File: config.mk
export PLATFORM = sky130hd
export DESIGN_NAME = jam_search_flat
export DESIGN_NICKNAME = d
export VERILOG_FILES = /design/src/rtl/jam_search_if.sv /design/src/rtl/jam_search.sv /design/src/flat_wrapper.sv
export SDC_FILE = /design/constraint.sdc
export NUM_CORES = 1
export LEC_CHECK = 0
export ABC_AREA = 1
export ABC_CLOCK_PERIOD_IN_PS = 8000
export BUFFER_PORTS_ARGS = -buffer_cell sky130_fd_sc_hd__buf_2
export CAP_MARGIN = 20
export CORE_UTILIZATION = 36
export DETAILED_ROUTE_END_ITERATION = 8
export HOLD_SLACK_MARGIN = 0.15
export PLACE_DENSITY = 0.49
export SYNTH_ARGS = -nofsm -noshare
export SYNTH_HDL_FRONTEND = slang
export SYNTH_SLANG_ARGS = --single-unit
File: constraint.sdc
create_clock -name CLK -period 8 [get_ports CLK]
set_clock_uncertainty 0.15 [all_clocks]
set_input_delay 0.8 -clock CLK [delete_from_list [all_inputs] [get_ports CLK]]
set_output_delay 0.8 -clock CLK [all_outputs]
set_load 0.01 [all_outputs]
File: src/rtl/jam_search_if.sv
// jam_search_if: start/result handshake and cost ROM port of the job-assignment engine
interface jam_search_if #(
  parameter int N = 8,
  parameter int CW = 7,
  parameter int IW = 3,
  parameter int SW = 10,
  parameter int MCW = 16
);
  logic Start;
  logic [IW-1:0] W;
  logic [IW-1:0] J;
  logic [CW-1:0] Cost;
  logic Busy;
  logic Valid;
  logic [SW-1:0] MinCost;
  logic [MCW-1:0] MatchCount;
  logic [N*IW-1:0] BestPerm;
  modport master (output Start, Cost, input W, J, Busy, Valid, MinCost, MatchCount, BestPerm);
  modport slave (input Start, Cost, output W, J, Busy, Valid, MinCost, MatchCount, BestPerm);
endinterface

File: src/rtl/jam_search.sv
// jam_search: exhaustive N x N job assignment search, one permutation per cycle
module jam_search #(
  parameter int N = 8,
  parameter int CW = 7,
  parameter int IW = 3,
  parameter int SW = 10,
  parameter int MCW = 16
) (
  input logic CLK,
  input logic RST,
  jam_search_if.slave bus
);
  typedef enum logic [2:0] {IDLE, LOAD, SEARCH, DRAIN, DONE} state_t;
  state_t state, state_nx;
  logic [CW-1:0] cost_m [N][N];
  logic [IW-1:0] perm [N];
  logic [IW-1:0] perm_nx [N];
  logic [IW-1:0] swp [N];
  logic [IW-1:0] w, j, k, l;
  logic [N*IW-1:0] perm_flat, s0_perm, best_perm;
  logic [SW-1:0] sum, s0_sum, min_cost;
  logic [MCW-1:0] match_count;
  logic s0_vld, valid, start_ok, last_ld, last_perm;
  assign start_ok = bus.Start && (state == IDLE || state == DONE);
  assign last_ld = w == IW'(N - 1) && j == IW'(N - 1);
  assign bus.W = w;
  assign bus.J = j;
  assign bus.Busy = state == LOAD || state == SEARCH || state == DRAIN;
  assign bus.Valid = valid;
  assign bus.MinCost = min_cost;
  assign bus.MatchCount = match_count;
  assign bus.BestPerm = best_perm;
  // state register
  always_ff @(posedge CLK) state <= RST ? IDLE : state_nx;
  // next-state: load the matrix, sweep all permutations, drain the compare stage
  always_comb begin
    state_nx = start_ok ? LOAD :
               (state == LOAD && last_ld) ? SEARCH :
               (state == SEARCH && last_perm) ? DRAIN :
               (state == DRAIN) ? DONE : state;
  end
  // stage 0: total cost of the current assignment and detection of the final one
  always_comb begin
    sum = '0;
    last_perm = 1'b1;
    perm_flat = '0;
    for (int i = 0; i < N; i++) begin
      sum = sum + SW'(cost_m[i][perm[i]]);
      last_perm = last_perm && perm[i] == IW'(N - 1 - i);
      perm_flat[i*IW +: IW] = perm[i];
    end
  end
  // lexicographic successor: pivot, swap with rightmost larger, reverse the tail
  always_comb begin
    k = '0;
    l = '0;
    for (int i = 0; i < N - 1; i++) if (perm[i] < perm[i+1]) k = IW'(i);
    for (int i = 0; i < N; i++) if (IW'(i) > k && perm[i] > perm[k]) l = IW'(i);
    swp = perm;
    swp[k] = perm[l];
    swp[l] = perm[k];
    for (int i = 0; i < N; i++) perm_nx[i] = IW'(i) > k ? swp[k + IW'(N) - IW'(i)] : swp[i];
  end
  // cost matrix capture while walking the ROM
  always_ff @(posedge CLK) if (state == LOAD) cost_m[w][j] <= bus.Cost;
  // ROM address walk and permutation advance
  always_ff @(posedge CLK) begin
    if (RST || start_ok) begin
      w <= '0;
      j <= '0;
      for (int i = 0; i < N; i++) perm[i] <= IW'(i);
    end else begin
      if (state == LOAD) begin
        j <= j == IW'(N - 1) ? '0 : j + 1'b1;
        w <= last_ld ? '0 : j == IW'(N - 1) ? w + 1'b1 : w;
      end
      if (state == SEARCH && !last_perm) perm <= perm_nx;
    end
  end
  // stage 0 pipeline register
  always_ff @(posedge CLK) begin
    s0_vld <= !RST && state == SEARCH;
    s0_sum <= sum;
    s0_perm <= perm_flat;
  end
  // stage 1: keep the first strict minimum, count ties with saturation
  always_ff @(posedge CLK) begin
    if (RST) begin
      min_cost <= '1;
      match_count <= '0;
      best_perm <= '0;
      valid <= 1'b0;
    end else if (start_ok) begin
      min_cost <= '1;
      match_count <= '0;
      valid <= 1'b0;
    end else begin
      if (s0_vld && s0_sum < min_cost) begin
        min_cost <= s0_sum;
        match_count <= MCW'(1);
        best_perm <= s0_perm;
      end else if (s0_vld && s0_sum == min_cost && match_count != '1) begin
        match_count <= match_count + 1'b1;
      end
      if (state == DRAIN) valid <= 1'b1;
    end
  end
endmodule

File: src/flat_wrapper.sv
// flat-port wrapper written by rule: the top's interface ports become plain ports
module jam_search_flat 
#(
  parameter int N = 8,
  parameter int CW = 7,
  parameter int IW = 3,
  parameter int SW = 10,
  parameter int MCW = 16
)
  (CLK, RST, bus_Start, bus_Cost, bus_W, bus_J, bus_Busy, bus_Valid, bus_MinCost, bus_MatchCount, bus_BestPerm);
  jam_search_if #(.N(N), .CW(CW), .IW(IW), .SW(SW), .MCW(MCW)) bus_i ();
  input logic CLK;
  input logic RST;
  input wire logic [$bits(bus_i.Start)-1:0] bus_Start;
  input wire logic [$bits(bus_i.Cost)-1:0] bus_Cost;
  output wire logic [$bits(bus_i.W)-1:0] bus_W;
  output wire logic [$bits(bus_i.J)-1:0] bus_J;
  output wire logic [$bits(bus_i.Busy)-1:0] bus_Busy;
  output wire logic [$bits(bus_i.Valid)-1:0] bus_Valid;
  output wire logic [$bits(bus_i.MinCost)-1:0] bus_MinCost;
  output wire logic [$bits(bus_i.MatchCount)-1:0] bus_MatchCount;
  output wire logic [$bits(bus_i.BestPerm)-1:0] bus_BestPerm;
  assign bus_i.Start = bus_Start;
  assign bus_i.Cost = bus_Cost;
  assign bus_W = bus_i.W;
  assign bus_J = bus_i.J;
  assign bus_Busy = bus_i.Busy;
  assign bus_Valid = bus_i.Valid;
  assign bus_MinCost = bus_i.MinCost;
  assign bus_MatchCount = bus_i.MatchCount;
  assign bus_BestPerm = bus_i.BestPerm;
  jam_search #(.N(N), .CW(CW), .IW(IW), .SW(SW), .MCW(MCW)) u_core (.CLK(CLK), .RST(RST), .bus(bus_i));
endmodule
==> run_results.csv, run 1 <==
group,metric,value,unit
clocking,clkSinkCount,567,
timing,fin_crit_sh,0.843,
synth,synth_flop_cell,"edfxtp_1",
synth,synth_largest_area_cell,"edfxtp_1",
clocking,cts.repair.resized,0,
synth,synth_area_per_cell,9.96,um^2
pwr,p_leak,11.2,nW
clocking,cts-root-buf,"clkbuf_16",
final_layout,finalInstanceArea,0.0298,mm^2
synth,yosys-top-cells-count,"nand2_1 (451), edfxtp_1 (448), nor2_1 (382)",
clocking,clock_latency,0.64,ns
worst_setup_path,crit_top_cell,"nand2_1",
floorplanning,die_w,272,um
timing,grt_setup_unrepaired,"no",
placement,dp_hpwl,56.3,mm
route,drtAntennaViolNets,0,
timing,finalHoldViolCount,0,
worst_setup_path,slowest_stage,"inv_1",
synth,ys_seq_elements,567,
clocking,cts_setup_buffers,0,
grt,grt_pass1_vias,19100,
grt,antenna_found_initial,0,
route,wirelength,83.1,mm
worst_setup_path,arrival,7.04,ns
synth,synth_cell_type_count,41,
synth,synth_seq_area_share,0.603,
worst_setup_path,cp_slowest_stage_delay,0.62,ns
synth,ys_async_sr_fraction,0,
route,drt_iter0_markers,1866,
synth,synth_top_area_frac,0.512,
worst_setup_path,crit_path_start_kind,"flip-flop",
clocking,clock_path_buffers,3,
final_layout,seq_area,0.0158,mm^2
placement,place_area,0.0277,mm^2
synth,synth_cells,2637,
floorplanning,initial_utilization,0.365,
floorplanning,die_h,272,um
final_layout,fin_nets,2820,
placement,gp_congestion,0.958,
worst_setup_path,worst_ep_required_time,8.30,ns
final_layout,area_growth,13.5,%
worst_setup_path,critPathMaxFanout,31,
synth,syn-cell-area,0.0263,mm^2
worst_setup_path,critPathKind,"reg -> reg",
timing,slew_violations,0,
final_layout,fill_cells,7060,
timing,finalSetupTns,0,ns
clocking,cts.clk_slew.worst_paths,0.06,ns
floorplanning,core,0.0719,mm^2
timing,setup-violations-final,0,
worst_setup_path,critPathCaptureType,"flip-flop",
final_layout,multi_input_area,0.00921,mm^2
clocking,ctsHoldBuffers,0,
clocking,numCtsBuffers,66,
hold_path,worstHoldPathType,"reg -> reg",
route,wl_per_cell,22.4,um
worst_setup_path,cp.buffers_inverters,7,
synth,yosys_warnings,0,
pwr,max-vdd-ir-drop,0.000166,V
synth,yosysMostFrequentCell,"nand2_1",
final_layout,drive_above_1_share,0.0917,
pwr,power_density,215,mW/mm^2
clocking,htreeDepth,3,
floorplanning,rows,98,
worst_setup_path,cp_top_family,"simple AND/OR/NAND/NOR gates",
grt,track_usage,0.224,
grt,grt_pass1_wl,123,mm
timing,finalCriticalPeriod,6.75,ns
floorplanning,die_area,0.0740,mm^2
grt,grt_max_degree,65,
flow_run,cap_violations,0,
synth,synth_edf_count,448,
floorplanning,num_io_pins,68,
clocking,cts_tree,"yes",
route,viasPerCell,5.36,
route,via_count,19900,
timing,worst_slew_pin_slew,0.958,ns
status,status,"complete, no violations",
synth,ys_top_cells_by_area,"edfxtp_1 (51%), dfxtp_1 (9.1%), nand2_1 (6.4%)",
timing,slew_headroom,0.360,
grt,grt_overflow,0,
placement,portBuffers,67,
timing,max_freq,148,MHz
route,firstDrtPassIters,6,
route,drc_errors,0,
synth,syn_nets,2750,
==> logic make-up after synthesis <==
family / share of synthesized area
simple gates: 0.179
flops: 0.603
fa+ha+maj: 0.0588
xor+xnor: 0.00434
buf+inv: 0.0463
compound gates: 0.108
mux: 0.000381
==> metal layers <==
metal | global-route usage | wire (um) | share of wire
met1 | 0.309 | 37300 | 0.45
met2 | 0.355 | 38000 | 0.46
met3 | 0.0324 | 4990 | 0.060
met4 | 0.0886 | 2820 | 0.034
met5 | 0 | 0 | 0
==> cell usage in the layout, fill, tap and decap left out, drive strengths merged, types with 6 or more instances in the layout <==
master | synthesis | routed
nor3 | 7 | 7
a32o | 10 | 10
fa | 34 | 34
nand4 | 18 | 18
o22ai | 40 | 40
a31oi | 36 | 36
nor2 | 392 | 392
a21oi | 153 | 153
clkbuf | 103 | 88
dfxtp | 119 | 119
o21ai | 240 | 240
o221ai | 6 | 6
a21boi | 8 | 8
o211ai | 6 | 6
clkinv | 10 | 32
buf | 14 | 119
ha | 69 | 69
nand3 | 234 | 234
a32oi | 6 | 6
nand2 | 462 | 462
edfxtp | 448 | 448
inv | 190 | 195
xor2 | 10 | 10
==> registers in the layout, summed over array words and instances (netlist names) <==
name	count
u_core.cost_m	448
u_core.bus.BestPerm	24
u_core.perm	24
u_core.s0_perm	24
u_core.bus.MatchCount	16
u_core.bus.MinCost	10
u_core.s0_sum	10
u_core.bus.J	3
u_core.bus.W	3
u_core.state	3
u_core.bus.Valid	1
u_core.s0_vld	1
==> worst paths after layout <==
path | from | endpoint | slack, ns | depth (start not counted)
min reg2reg | u_core.perm[0]$_SDFFE_PP1P_ | u_core.s0_perm[21]$_DFF_P_ | 0.22 | 0
max reg2reg | u_core.perm[13]$_SDFFE_PP1P_ | u_core.perm[13]$_SDFFE_PP1P_ | 1.25 | 40
max | u_core.perm[13]$_SDFFE_PP1P_ | u_core.perm[13]$_SDFFE_PP1P_ | 1.25 | 40
min | u_core.perm[0]$_SDFFE_PP1P_ | u_core.s0_perm[21]$_DFF_P_ | 0.22 | 0
==> where the power goes <==
part           total [mW]  internal, mW  switching, mW  leakage [nW]
clock network        2.89          1.65           1.24          1.01
logic               0.290        0.0899          0.200          5.22
registers            3.23          3.21         0.0191          4.99
==> area by class of cell <==
cell class              count  area share
flip-flops and latches    567       0.531
multi-input cells        1753       0.309
clock buffers              88      0.0595
well taps                 950      0.0399
inverters                 200      0.0252
repair buffers            119      0.0250
clock inverters            31      0.0102
diodes                      1   0.0000840
==> metrics by stage <==
step                       util  total power [mW]  std cells  setup WS [ns]  hold WS (ns)
final                     0.415              6.40       3709           1.25         0.221
after floorplan               -              3.44       2637           2.30         0.176
after CTS                 0.414              6.46       3707           1.39         0.224
after global routing      0.415              6.61       3708          0.777         0.232
after detailed placement  0.386              3.58       3588           1.42         0.216
after global placement    0.386              3.58       3588           1.38         0.221
(Power assumes the default switching activity.)
==> run 2, diff against run 1 <==
--- a/config.mk
+++ b/config.mk
@@ -5,8 +5,8 @@
 export SDC_FILE = /design/constraint.sdc
 export NUM_CORES = 1
 export LEC_CHECK = 0
-export ABC_AREA = 1
-export ABC_CLOCK_PERIOD_IN_PS = 8000
+export ABC_AREA = 0
+export ABC_CLOCK_PERIOD_IN_PS = 6250
 export BUFFER_PORTS_ARGS = -buffer_cell sky130_fd_sc_hd__buf_2
 export CAP_MARGIN = 20
 export CORE_UTILIZATION = 36
==> constraint.sdc (replaced) <==
create_clock -name CLK -period 6.25 [get_ports CLK]
set_clock_uncertainty 0.15 [all_clocks]
set_input_delay 0.625 -clock CLK [delete_from_list [all_inputs] [get_ports CLK]]
set_output_delay 0.625 -clock CLK [all_outputs]
set_load 0.01 [all_outputs]
==> run_results.csv, run 2 <==
group,metric,value,unit
final_layout,largest_reg_flops,448,
worst_setup_path,r2r_cells,26,
placement,dp_hpwl,56.1,mm
route,drc_errors,6,
grt,grt_pass1_vias,17900,
placement,gp_congestion,0.934,
synth,ys_top_cells_by_area,"edfxtp_1 (50%), mux4_2 (9.9%), dfxtp_1 (8.9%)",
synth,ys_async_sr_fraction,0,
worst_setup_path,cp-startpoint,"u_core.perm[4]$_SDFFE_PP1P_",
synth,ys_seq_elements,567,
worst_setup_path,worst_ep_required_time,6.60,ns
floorplanning,initial_utilization,0.365,
synth,yosys-top-cells-count,"edfxtp_1 (448), nand2_1 (228), nor2_1 (149)",
pwr,p_leak,11.1,nW
worst_setup_path,critPathKind,"reg -> reg",
pwr,max-vdd-ir-drop,0.000224,V
clocking,cts.repair.resized,0,
pwr,power_density,273,mW/mm^2
hold_path,worstHoldPathType,"in -> reg",
synth,synth_seq_area_share,0.594,
synth,synth_area_per_cell,13.6,um^2
hold_path,hold_path_startpoint,"bus_Cost[0]",
synth,synth_top_area_frac,0.505,
status,violations,"DRC",
grt,grt_overflow,0,
clocking,clock_path_buffers,3,
final_layout,final_cells,3168,
flow_run,cap_violations,0,
synth,synth_largest_area_cell,"edfxtp_1",
clocking,htreeDepth,3,
grt,antenna_found_initial,0,
placement,place_inst,3054,
timing,max_freq,168,MHz
route,firstDrtPassIters,7,
final_layout,insertedDiodeCount,0,
hold_path,min_path_cells,1,
clocking,clkSinkCount,567,
clocking,clock_latency,0.61,ns
route,drtAntennaViolNets,0,
timing,fin_crit_sh,0.955,
worst_setup_path,critPathCaptureType,"flip-flop",
floorplanning,num_io_pins,68,
synth,synth_cell_type_count,105,
timing,finalCriticalPeriod,5.97,ns
worst_setup_path,crit_path_start_kind,"flip-flop",
final_layout,layout_commonest_cell,"edfxtp_1",
worst_setup_path,critPathMaxFanout,9,
worst_setup_path,regToRegStartpoint,"u_core.perm[4]$_SDFFE_PP1P_",
synth,synth_flop_cell,"edfxtp_1",
timing,setup-violations-final,0,
clocking,cts.clk_slew.worst_paths,0.06,ns
final_layout,final_cell_mix,"edfxtp_1 (448), nand2_1 (228), buf_4 (165)",
synth,syn_nets,2076,
grt,track_usage,0.216,
clocking,cts_tree,"yes",
route,viasPerCell,5.60,
synth,yosys_warnings,0,
floorplanning,die_area,0.0751,mm^2
timing,slew_headroom,0.369,
route,wl_per_cell,25.5,um
floorplanning,die_w,274,um
grt,grt_max_degree,65,
floorplanning,core,0.0731,mm^2
final_layout,area_growth,18.0,%
placement,portBuffers,67,
placement,pre_cts_slack,0.0756,ns
status,status,"complete, but fails checks",
final_layout,drive_above_1_share,0.247,
hold_path,whs_endpoint,"u_core.cost_m[2][49]$_DFFE_PP_",
route,drt_iter0_markers,1778,
floorplanning,rows,99,
clocking,ctsHoldBuffers,0,
pwr,p_total,8.59,mW
route,wirelength,80.7,mm
timing,worst_slew_pin_slew,0.944,ns
worst_setup_path,r2r_slack,0.28,ns
worst_setup_path,reg2reg_to,"u_core.perm[10]$_SDFFE_PP0P_",
worst_setup_path,arrival,6.31,ns
timing,grt_setup_unrepaired,"no",
timing,slew_violations,0,
synth,synth_cells,1963,
final_layout,postLayoutCoreUtil,0.430,
timing,finalSetupTns,0,ns
timing,finalWorstSetupSlack,0.284,ns
route,via_count,17700,
synth,synth_edf_count,448,
grt,grt_pass1_wl,119,mm
final_layout,regMostFlops,"u_core.cost_m",
clocking,cts-root-buf,"clkbuf_16",
synth,syn-cell-area,0.0267,mm^2
final_layout,fin_nets,2277,
clocking,numCtsBuffers,66,
clocking,cts_setup_buffers,0,
synth,yosysMostFrequentCell,"edfxtp_1",
timing,finalHoldViolCount,0,
floorplanning,die_h,274,um
## run 2: per-layer routing
metal	vias to the layer above	share of wire	GRT usage
met5	-	0	0
met2	625	0.48	0.358
met3	164	0.056	0.0336
met1	9077	0.42	0.286
li1	7868	-	-
met4	0	0.037	0.0819
## run 2: cells by family (layout without fill, tap and decap cells)
group / count (synthesis) / after routing / synth area share
flip-flops: 567 / 567 / 0.594
AND/OR/NAND/NOR: 548 / 548 / 0.0957
AO/OA/AOI/OAI: 362 / 362 / 0.0913
multiplexers: 182 / 182 / 0.124
buffers and inverters: 174 / 420 / 0.0277
adder cells (fa/ha/maj): 103 / 103 / 0.0579
XOR/XNOR: 27 / 27 / 0.00887
## run 2: metrics by stage
| stage | hold WS (ns) | instance area, um^2 |
|---|---|---|
| 2_1_floorplan | 0.176 | 26700 |
| 3_3_place_gp | 0.269 | 29000 |
| 3_5_place_dp | 0.280 | 29000 |
| 4_1_cts | 0.284 | 31400 |
| 5_1_grt | 0.230 | 31400 |
| 6_report | 0.251 | 31400 |
## run 2: cell type report
| class | count | area [um^2] |
|---|---|---|
| Fill cell | 6644 | 41600 |
| Tap cell | 959 | 1200 |
| Clock buffer | 81 | 1810 |
| Multi-Input combinational cell | 1222 | 10200 |
| Inverter | 71 | 270 |
| Clock inverter | 32 | 517 |
| Timing Repair Buffer | 236 | 1650 |
| Sequential cell | 567 | 15800 |
## run 2: worst max path at each step
stage                     depth (start not counted)  slack (ns)                           end
final                                            26        0.28  u_core.perm[10]$_SDFFE_PP0P_
after global routing                             27        0.01  u_core.perm[10]$_SDFFE_PP0P_
after CTS                                        17        0.04      u_core.s0_sum[9]$_DFF_P_
after detailed placement                         17        0.08      u_core.s0_sum[9]$_DFF_P_
after global placement                           26        0.13  u_core.perm[21]$_SDFFE_PP0P_
after floorplan                                  20        0.05      u_core.s0_sum[9]$_DFF_P_
## run 2: report_power, final
part / internal [mW] / switching (mW) / total [mW]
Combinational: 0.131 / 0.207 / 0.337
Clock: 2.50 / 1.61 / 4.11
Sequential: 4.10 / 0.0382 / 4.14
Total: 6.73 / 1.86 / 8.59
## run 2: critical path, stage by stage, from the launching register on
cell	delay, ns
dfxtp_1	0.47
inv_1	0.13
ha_1	0.31
nand2_1	0.15
o21a_2	0.27
o21ai_2	0.15
nor2_8	0.17
inv_4	0.07
o211ai_1	0.08
o211ai_1	0.11
o21ai_1	0.14
inv_2	0.15
buf_4	0.19
ha_1	0.33
a21boi_0	0.20
o22a_1	0.15
o211a_1	0.28
and3_4	0.24
o21bai_1	0.11
a2111oi_2	0.41
buf_4	0.19
a2111oi_4	0.05
buf_4	0.16
o21bai_1	0.18
o32ai_1	0.15
or4_1	0.59
a31oi_2	0.25
==> run 3, diff against run 2 <==
--- a/config.mk
+++ b/config.mk
@@ -12,7 +12,6 @@
 export CORE_UTILIZATION = 36
 export DETAILED_ROUTE_END_ITERATION = 8
 export HOLD_SLACK_MARGIN = 0.15
-export PLACE_DENSITY = 0.49
 export SYNTH_ARGS = -nofsm -noshare
 export SYNTH_HDL_FRONTEND = slang
 export SYNTH_SLANG_ARGS = --single-unit
==> run_results.csv, run 3 (same netlist as run 2, synthesis figures left out) <==
group,metric,value,unit
route,drt-met1-wl,31.7,mm
final_layout,final_cells,3164,
clocking,htreeDepth,2,
grt,grt_overflow,0,
route,drc_errors,2,
worst_setup_path,r2r_cells,26,
hold_path,min_path_cells,1,
floorplanning,die_area,0.0751,mm^2
final_layout,area_growth,17.1,%
final_layout,finalInstanceArea,0.0312,mm^2
clocking,clock_path_buffers,3,
route,via_count,17500,
floorplanning,die_w,274,um
route,wl_per_cell,24.6,um
route,wirelength,77.8,mm
grt,grt_pass1_vias,17800,
grt,track_usage,0.208,
floorplanning,initial_utilization,0.365,
clocking,cts.clk_slew.worst_paths,0.06,ns
worst_setup_path,critPathCaptureType,"flip-flop",
floorplanning,die_h,274,um
grt,antenna_found_initial,1,
final_layout,largest_reg_flops,448,
clocking,clock_latency,0.66,ns
worst_setup_path,crit_path_start_kind,"flip-flop",
floorplanning,core,0.0731,mm^2
final_layout,postLayoutCoreUtil,0.427,
timing,setup-violations-final,0,
final_layout,final_cell_mix,"edfxtp_1 (448), nand2_1 (227), buf_4 (160)",
timing,slew_violations,0,
timing,finalHoldViolCount,0,
route,routed-wl-met2,38.1,mm
placement,place_area,0.0290,mm^2
clocking,clkSinkCount,567,
floorplanning,num_io_pins,68,
placement,pre_cts_slack,0.00746,ns
clocking,ctsHoldBuffers,0,
grt,grt_max_degree,65,
final_layout,fin_nets,2267,
pwr,power_density,261,mW/mm^2
placement,dp_hpwl,54.6,mm
placement,gp_congestion,0.972,
final_layout,drive_above_1_share,0.244,
worst_setup_path,critPathMaxFanout,13,
worst_setup_path,critPathKind,"reg -> reg",
clocking,numCtsBuffers,60,
hold_path,worstHoldPathType,"in -> reg",
clocking,cts-root-buf,"clkbuf_16",
status,status,"complete, but fails checks",
worst_setup_path,arrival,6.53,ns
route,firstDrtPassIters,9,
timing,slew_headroom,0.238,
worst_setup_path,worst_ep_required_time,6.66,ns
final_layout,regMostFlops,"u_core.cost_m",
flow_run,cap_violations,0,
timing,finalCriticalPeriod,6.12,ns
final_layout,multi_input_area,0.0102,mm^2
placement,place_inst,3046,
pwr,max-vdd-ir-drop,0.000181,V
timing,max_freq,163,MHz
timing,fin_crit_sh,0.979,
final_layout,fill_cells,6589,
final_layout,layout_commonest_cell,"edfxtp_1",
status,violations,"DRC",
clocking,cts_tree,"yes",
route,viasPerCell,5.55,
floorplanning,rows,99,
timing,finalWorstSetupSlack,0.132,ns
route,met3WireLength,5.29,mm
route,drt_iter0_markers,1826,
pwr,p_leak,11.0,nW
timing,finalSetupTns,0,ns
final_layout,insertedDiodeCount,0,
timing,worst_slew_pin_slew,1.13,ns
route,highest-signal-layer,"met4",
grt,grt_pass1_wl,116,mm
final_layout,seq_area,0.0158,mm^2
placement,portBuffers,67,
route,drtAntennaViolNets,0,
-- run 3: cell types whose count changed in the layout (fill, tap and decap cells not counted), sizes merged --
| cell | change |
|---|---|
| buf | -4 |
| bufinv | -3 |
| clkinv | +2 |
| clkbuf | +1 |
| clkinvlp | -1 |
| inv | +1 |
-- run 3: cell type report --
type                            instances  share of cell area
Clock inverter                         31              0.0131
Tap cell                              959              0.0385
Multi-Input combinational cell       1222               0.327
Sequential cell                       567               0.508
Timing Repair Buffer                  232              0.0525
Inverter                               71             0.00866
Clock buffer                           82              0.0530
-- run 3: timing repair --
action | in CTS | in global routing
gates resized for setup | 2 | 27
endpoints found under the setup margin | 2 | 23
gates cloned | 0 | 0
pin swaps | 0 | 5
setup buffers | 0 | 4
-- run 3: final timing paths --
| path | start | endpoint | slack (ns) |
|---|---|---|---|
| worst max-delay path | u_core.perm[16]$_SDFFE_PP1P_ | u_core.perm[2]$_SDFFE_PP1P_ | 0.13 |
| worst min-delay path | bus_Cost[0] | u_core.cost_m[2][49]$_DFFE_PP_ | 0.21 |
| worst max register to register | u_core.perm[16]$_SDFFE_PP1P_ | u_core.perm[2]$_SDFFE_PP1P_ | 0.13 |
| worst min register to register | u_core.s0_perm[11]$_DFF_P_ | u_core.bus.BestPerm[11]$_SDFFE_PP0P_ | 0.26 |
-- run 3: where the power goes --
group | leakage (nW) | internal (mW) | total [mW] | switching (mW)
combinational | 5.03 | 0.130 | 0.330 | 0.200
sequential | 4.99 | 4.10 | 4.14 | 0.0365
clock | 0.983 | 2.16 | 3.69 | 1.54
-- run 3: metrics by stage --
| stage | hold WS, ns | total power, mW |
|---|---|---|
| 2_1_floorplan | 0.176 | 4.41 |
| 3_3_place_gp | 0.269 | 4.54 |
| 3_5_place_dp | 0.275 | 4.55 |
| 4_1_cts | 0.235 | 8.22 |
| 5_1_grt | 0.189 | 8.41 |
| 6_report | 0.207 | 8.16 |
-- run 3: per-layer routing --
layer | vias to the layer above | track usage
li1 | 7834 | -
met5 | - | 0
met2 | 682 | 0.354
met4 | 0 | 0.0749
met1 | 8859 | 0.265
met3 | 172 | 0.0371
-- run 3: critical path, stage by stage, from the launching register on --
cell and delay [ns]:
dfxtp_1 0.54, inv_1 0.15, ha_1 0.23, a21oi_1 0.18
o21ai_2 0.13, o211a_4 0.29, nor2_8 0.17, buf_4 0.15
nand2_1 0.05, o211ai_1 0.09, o21ai_0 0.10, o21ai_1 0.22
buf_4 0.19, buf_4 0.23, ha_1 0.27, nand3_1 0.17
o221ai_1 0.27, a211oi_2 0.14, buf_4 0.19, or2_1 0.27
buf_4 0.17, nor2_2 0.21, o21ai_1 0.11, mux4_2 0.49
nand2b_1 0.19, a31oi_1 0.49, buf_4 0.20
